--- src/rtl/loss_epoch_ctrl.sv ---
// rtl/loss_epoch_ctrl.sv - batch sequencer for the squared-error loss unit with saturating sum
module loss_epoch_ctrl #(
  parameter int CNT_W  = 8,
  parameter int PRED_W = 21,
  parameter int TGT_W  = 4,
  parameter int LOSS_W = 42,
  parameter int SUM_W  = 50
) (
  input  logic              clk_i,
  input  logic              rst_i,
  input  logic              start_i,
  input  logic [CNT_W-1:0]  num_samples_i,
  input  logic              pred_valid_i,
  output logic              pred_ready_o,
  input  logic [PRED_W-1:0] pred_i,
  input  logic [TGT_W-1:0]  target_i,
  output logic              calc_en_o,
  output logic [PRED_W-1:0] calc_pred_o,
  output logic [TGT_W-1:0]  calc_tgt_o,
  input  logic [LOSS_W-1:0] loss_i,
  output logic [SUM_W-1:0]  sum_o,
  output logic              sat_o,
  output logic              busy_o,
  output logic              done_o
);

  typedef enum logic [2:0] {
    S_IDLE,
    S_WAIT,
    S_CALC,
    S_ACCUM,
    S_DONE
  } state_t;

  state_t            state;
  state_t            state_nxt;
  logic [CNT_W-1:0]  remain;
  logic [SUM_W:0]    sum_ext;

  // One extra bit catches the carry out of the batch sum for saturation.
  assign sum_ext = {1'b0, sum_o} + {{(SUM_W + 1 - LOSS_W){1'b0}}, loss_i};

  // State register; asynchronous reset drops any in-flight sample.
  always_ff @(posedge clk_i or negedge rst_i) begin
    if (!rst_i) begin
      state <= S_IDLE;
    end else begin
      state <= state_nxt;
    end
  end

  // Next-state decode and per-state control strobes.
  always_comb begin
    state_nxt    = state;
    pred_ready_o = 1'b0;
    calc_en_o    = 1'b0;
    done_o       = 1'b0;
    busy_o       = (state != S_IDLE);
    case (state)
      S_IDLE: begin
        if (start_i) begin
          state_nxt = (num_samples_i != '0) ? S_WAIT : S_DONE;
        end
      end
      S_WAIT: begin
        pred_ready_o = 1'b1;
        if (pred_valid_i) begin
          state_nxt = S_CALC;
        end
      end
      S_CALC: begin
        calc_en_o = 1'b1;
        state_nxt = S_ACCUM;
      end
      S_ACCUM: begin
        state_nxt = (remain == CNT_W'(1)) ? S_DONE : S_WAIT;
      end
      S_DONE: begin
        done_o    = 1'b1;
        state_nxt = S_IDLE;
      end
      default: begin
        state_nxt = S_IDLE;
      end
    endcase
  end

  // Datapath: batch count, operand capture and saturating accumulation.
  always_ff @(posedge clk_i or negedge rst_i) begin
    if (!rst_i) begin
      remain      <= '0;
      calc_pred_o <= '0;
      calc_tgt_o  <= '0;
      sum_o       <= '0;
      sat_o       <= 1'b0;
    end else begin
      case (state)
        S_IDLE: begin
          if (start_i) begin
            remain <= num_samples_i;
            sum_o  <= '0;
            sat_o  <= 1'b0;
          end
        end
        S_WAIT: begin
          if (pred_valid_i) begin
            calc_pred_o <= pred_i;
            calc_tgt_o  <= target_i;
          end
        end
        S_ACCUM: begin
          if (sum_ext[SUM_W]) begin
            sum_o <= '1;
            sat_o <= 1'b1;
          end else begin
            sum_o <= sum_ext[SUM_W-1:0];
          end
          remain <= remain - CNT_W'(1);
        end
        default: begin
        end
      endcase
    end
  end

endmodule

--- config.mk ---
export PLATFORM = sky130hd
export DESIGN_NAME = loss_epoch_ctrl
export DESIGN_NICKNAME = d
export VERILOG_FILES = /design/src/rtl/loss_epoch_ctrl.sv
export SDC_FILE = /design/constraint.sdc
export NUM_CORES = 1
export LEC_CHECK = 0
export ABC_AREA = 1
export ABC_CLOCK_PERIOD_IN_PS = 5000
export CAP_MARGIN = 20
export CORE_MARGIN = 2
export CORE_UTILIZATION = 57
export DETAILED_ROUTE_END_ITERATION = 8
export PLACE_DENSITY_LB_ADDON = 0.3
export SETUP_SLACK_MARGIN = 0.5
export SYNTH_ARGS = -nofsm -noshare
export SYNTH_HDL_FRONTEND = slang
export SYNTH_SLANG_ARGS = --single-unit
--- constraint.sdc ---
create_clock -name clk_i -period 5 [get_ports clk_i]
set_input_delay 1 -clock clk_i [delete_from_list [all_inputs] [get_ports clk_i]]
set_output_delay 1 -clock clk_i [all_outputs]
set_load 0.05 [all_outputs]
==> flow_summary.toml <==
[status]
status = "complete, no violations"

[global_route]
overflow = 0
grt.total_usage_pct = 33.1
antenna_found_initial = 0
grt_pass1_vias = 7910
grt_pass1_wl_um = 38100
grt_start_max_net_pins = 56

[floorplanning]
row_count = 42
ios = 159
die_y_um = 121
initial_core_util_pct = 58.6
core_area_mm2 = 0.0132
die_area_mm2 = 0.0146
fp.dieW_um = 121

[drt]
drt_iter0_markers = 533
drt-total-wl_um = 23500
firstDrtPassIters = 5
viasPerCell = 5.16
ant_nets = 0
drcViolationCount = 0
wire_per_inst_um = 14.9
vias = 8141

[timing]
finalWorstSetupSlack_ps = 1800
fin_crit_sh_pct = 64.0
finalSetupViolCount = 0
worst_pin_slew_ps = 1010
fin_crit_ps = 3200
fin_skew_ps = 14.2
relSlewSlack_pct = 32.4
tns_ps = 0
finalMaxSlewViolations = 0
finalHoldViolations = 0
fmax_ghz = 0.313
rsz0062_at_grt = "no"

[place]
globalplace.congestion = 1.01
portBuffers = 158
place_ws_ps = 1460
place_hpwl_um = 18800

[yosys]
netlist_area_mm2 = 0.00775
yosysMostFrequentCell = "nand2_1"
async_reset_ff_share_pct = 100
synth_edf_count = 0
synthTopCellsByCount = "nand2_1 (499), inv_1 (213), dfrtp_1 (87), nor2_1 (84), nand3_1 (66)"
yosys_register_bits = 87
yosysSeqAreaShare_pct = 28.1
syn_nets = 1368
synth_cells = 1244
synth_warnings = 0
synth_ff_type = "dfrtp_1"
synth_top_area_share_pct = 28.1
synth.largest_area_cell = "dfrtp_1"
synth.area.top_cells = "dfrtp_1 (28%), nand2_1 (24%), inv_1 (10%)"
synth_cell_types = 43
syn_avg_cell_area_um2 = 6.23

[layout]
fillCellCount = 1121
fin_nets = 1520
drive_gt1_share_pct = 6.14
diodes = 0
syn_to_final_growth_pct = 25.9

[clocking]
path_clk_slew_ps = 60
htreeDepth = 3
clockBufferDepth = 2
postCtsSetupRepairBufs = 0
cts_buffers = 9
insertion_delay_ps = 360
cts_tree = "built"
root_buffer = "clkbuf_16"
postCtsHoldBufs = 0
cts_sinks = 87
cts_resized = 0

[setup_path]
cpLargestDelayFamily = "simple AND/OR/NAND/NOR gates"
worst_setup_path_end_kind = "register"
crit_chain = "clkdlybuf4s50_1 -> ha_1 -> nand2_2 -> inv_2 -> nand2_1 -> nand3_1 -> clkinv_1 -> nand2_1 -> clkinv_1 -> nand2_1 -> nand2_1 -> nand2_2 -> nor2_8 -> inv_4 -> o21ai_0 -> nand2_1"
cp_num_buf_inv = 5
worstPathRequired_ps = 5230
critPathMaxFanout = 26
cp_common_cell = "nand2_1"
reg2reg_setup_slack_ps = 2430
startpoint_type = "input port"
cpPeakStageDelay_ps = 400
cp.arrival_ps = 3430
crit_type = "in -> reg"
slowest_stage = "clkdlybuf4s50_1"

[hold_path]
hp-class = "reg -> reg"

[run]
max_cap_viol_count = 0

[power_and_ir_drop]
p_leak_nw = 5.36
vdd_drop_max_mv = 0.445
p_per_area_mw_per_mm2 = 554
==> final timing paths <==
kind | start | to | depth (start not counted)
max | loss_i[33] | sum_o[21]$_DFFE_PN0P_ | 16
min | state[2]$_DFFE_PN0P_ | state[2]$_DFFE_PN0P_ | 1
max reg2reg | sum_o[33]$_DFFE_PN0P_ | sum_o[21]$_DFFE_PN0P_ | 15
min reg2reg | state[2]$_DFFE_PN0P_ | state[2]$_DFFE_PN0P_ | 1
max in group asynchronous | rst_i | calc_pred_o[2]$_DFFE_PN0P_ | 2
min in group asynchronous | rst_i | sum_o[14]$_DFFE_PN0P_ | 1
==> where the power goes <==
group          switching [W]  internal (W)
Combinational        0.00236       0.00117
Clock               0.000315      0.000404
Sequential          0.000196      0.000971
Total                0.00287       0.00254
==> layer usage <==
layer / track usage, % / routed length [µm]
met3: 6.60 / 1650
met1: 43.4 / 10600
met4: 12.2 / 686
met2: 54.1 / 10600
met5: 0 / 0
==> sequential cells by signal, indices dropped and copies added (netlist names) <==
signal,flops
sum_o,50
calc_pred_o,21
remain,8
calc_tgt_o,4
state,3
sat_o,1
==> placed cells by master, fill, tap and decap left out, types with 3 or more instances in the layout <==
master | synthesis | routed
nand2_2 | 10 | 10
nor3_1 | 10 | 10
nand3b_1 | 6 | 6
nor2_1 | 84 | 84
clkdlybuf4s50_1 | 0 | 157
mux2_2 | 25 | 25
buf_4 | 0 | 3
ha_1 | 44 | 44
xnor2_1 | 5 | 5
nand2_1 | 499 | 499
xor2_1 | 26 | 26
and2_1 | 3 | 3
nand4_1 | 13 | 13
o21ai_0 | 25 | 25
nor4_1 | 4 | 4
o21bai_1 | 7 | 7
o21ai_1 | 22 | 22
inv_2 | 12 | 12
clkbuf_16 | 0 | 9
a21oi_1 | 31 | 31
dfrtp_1 | 87 | 87
nand3_1 | 66 | 66
inv_1 | 213 | 213
nor2_2 | 9 | 9
==> cell families (layout without fill, tap and decap cells) <==
| group | after synthesis | count (layout) | share of synthesized area, % |
|---|---|---|---|
| buf+inv | 247 | 404 | 12.5 |
| fa+ha+maj | 45 | 45 | 7.36 |
| flops | 87 | 87 | 28.1 |
| xor+xnor | 31 | 31 | 3.50 |
| mux | 25 | 25 | 3.63 |
| compound gates | 97 | 97 | 7.05 |
| simple gates | 712 | 712 | 37.9 |
==> worst reg2reg max path, stage by stage, from the launching register on <==
cell	delay (ps)
dfrtp_1	420
ha_1	360
nand2_2	120
inv_2	30
nand2_1	50
nand3_1	130
clkinv_1	70
nand2_1	80
clkinv_1	50
nand2_1	60
nand2_1	70
nand2_2	80
nor2_8	380
inv_4	240
o21ai_0	220
nand2_1	70
==> final cells by class <==
cell class | instances | area (µm²) | share of cell area [%]
Multi-Input combinational cell | 910 | 4610 | 47.2
Sequential cell | 87 | 2180 | 22.3
Timing Repair Buffer | 160 | 1590 | 16.3
Inverter | 228 | 858 | 8.79
Clock buffer | 10 | 239 | 2.45
Tap cell | 176 | 220 | 2.26
Clock inverter | 6 | 66.3 | 0.679
==> metrics by stage <==
step / cells / utilization, % / cell area, µm² / hold slack (ps) / total power [W]
2_1_floorplan: 1244 / - / 7750 / 452 / 0.00360
5_1_grt: 1577 / 73.7 / 9760 / 527 / 0.00577
3_3_place_gp: 1561 / 71.4 / 9460 / 470 / 0.00458
6_report: 1577 / 73.7 / 9760 / 503 / 0.00541
3_5_place_dp: 1561 / 71.4 / 9460 / 493 / 0.00466
4_1_cts: 1577 / 73.7 / 9760 / 505 / 0.00540
No activity file was read; power rests on OpenSTA's default activity.
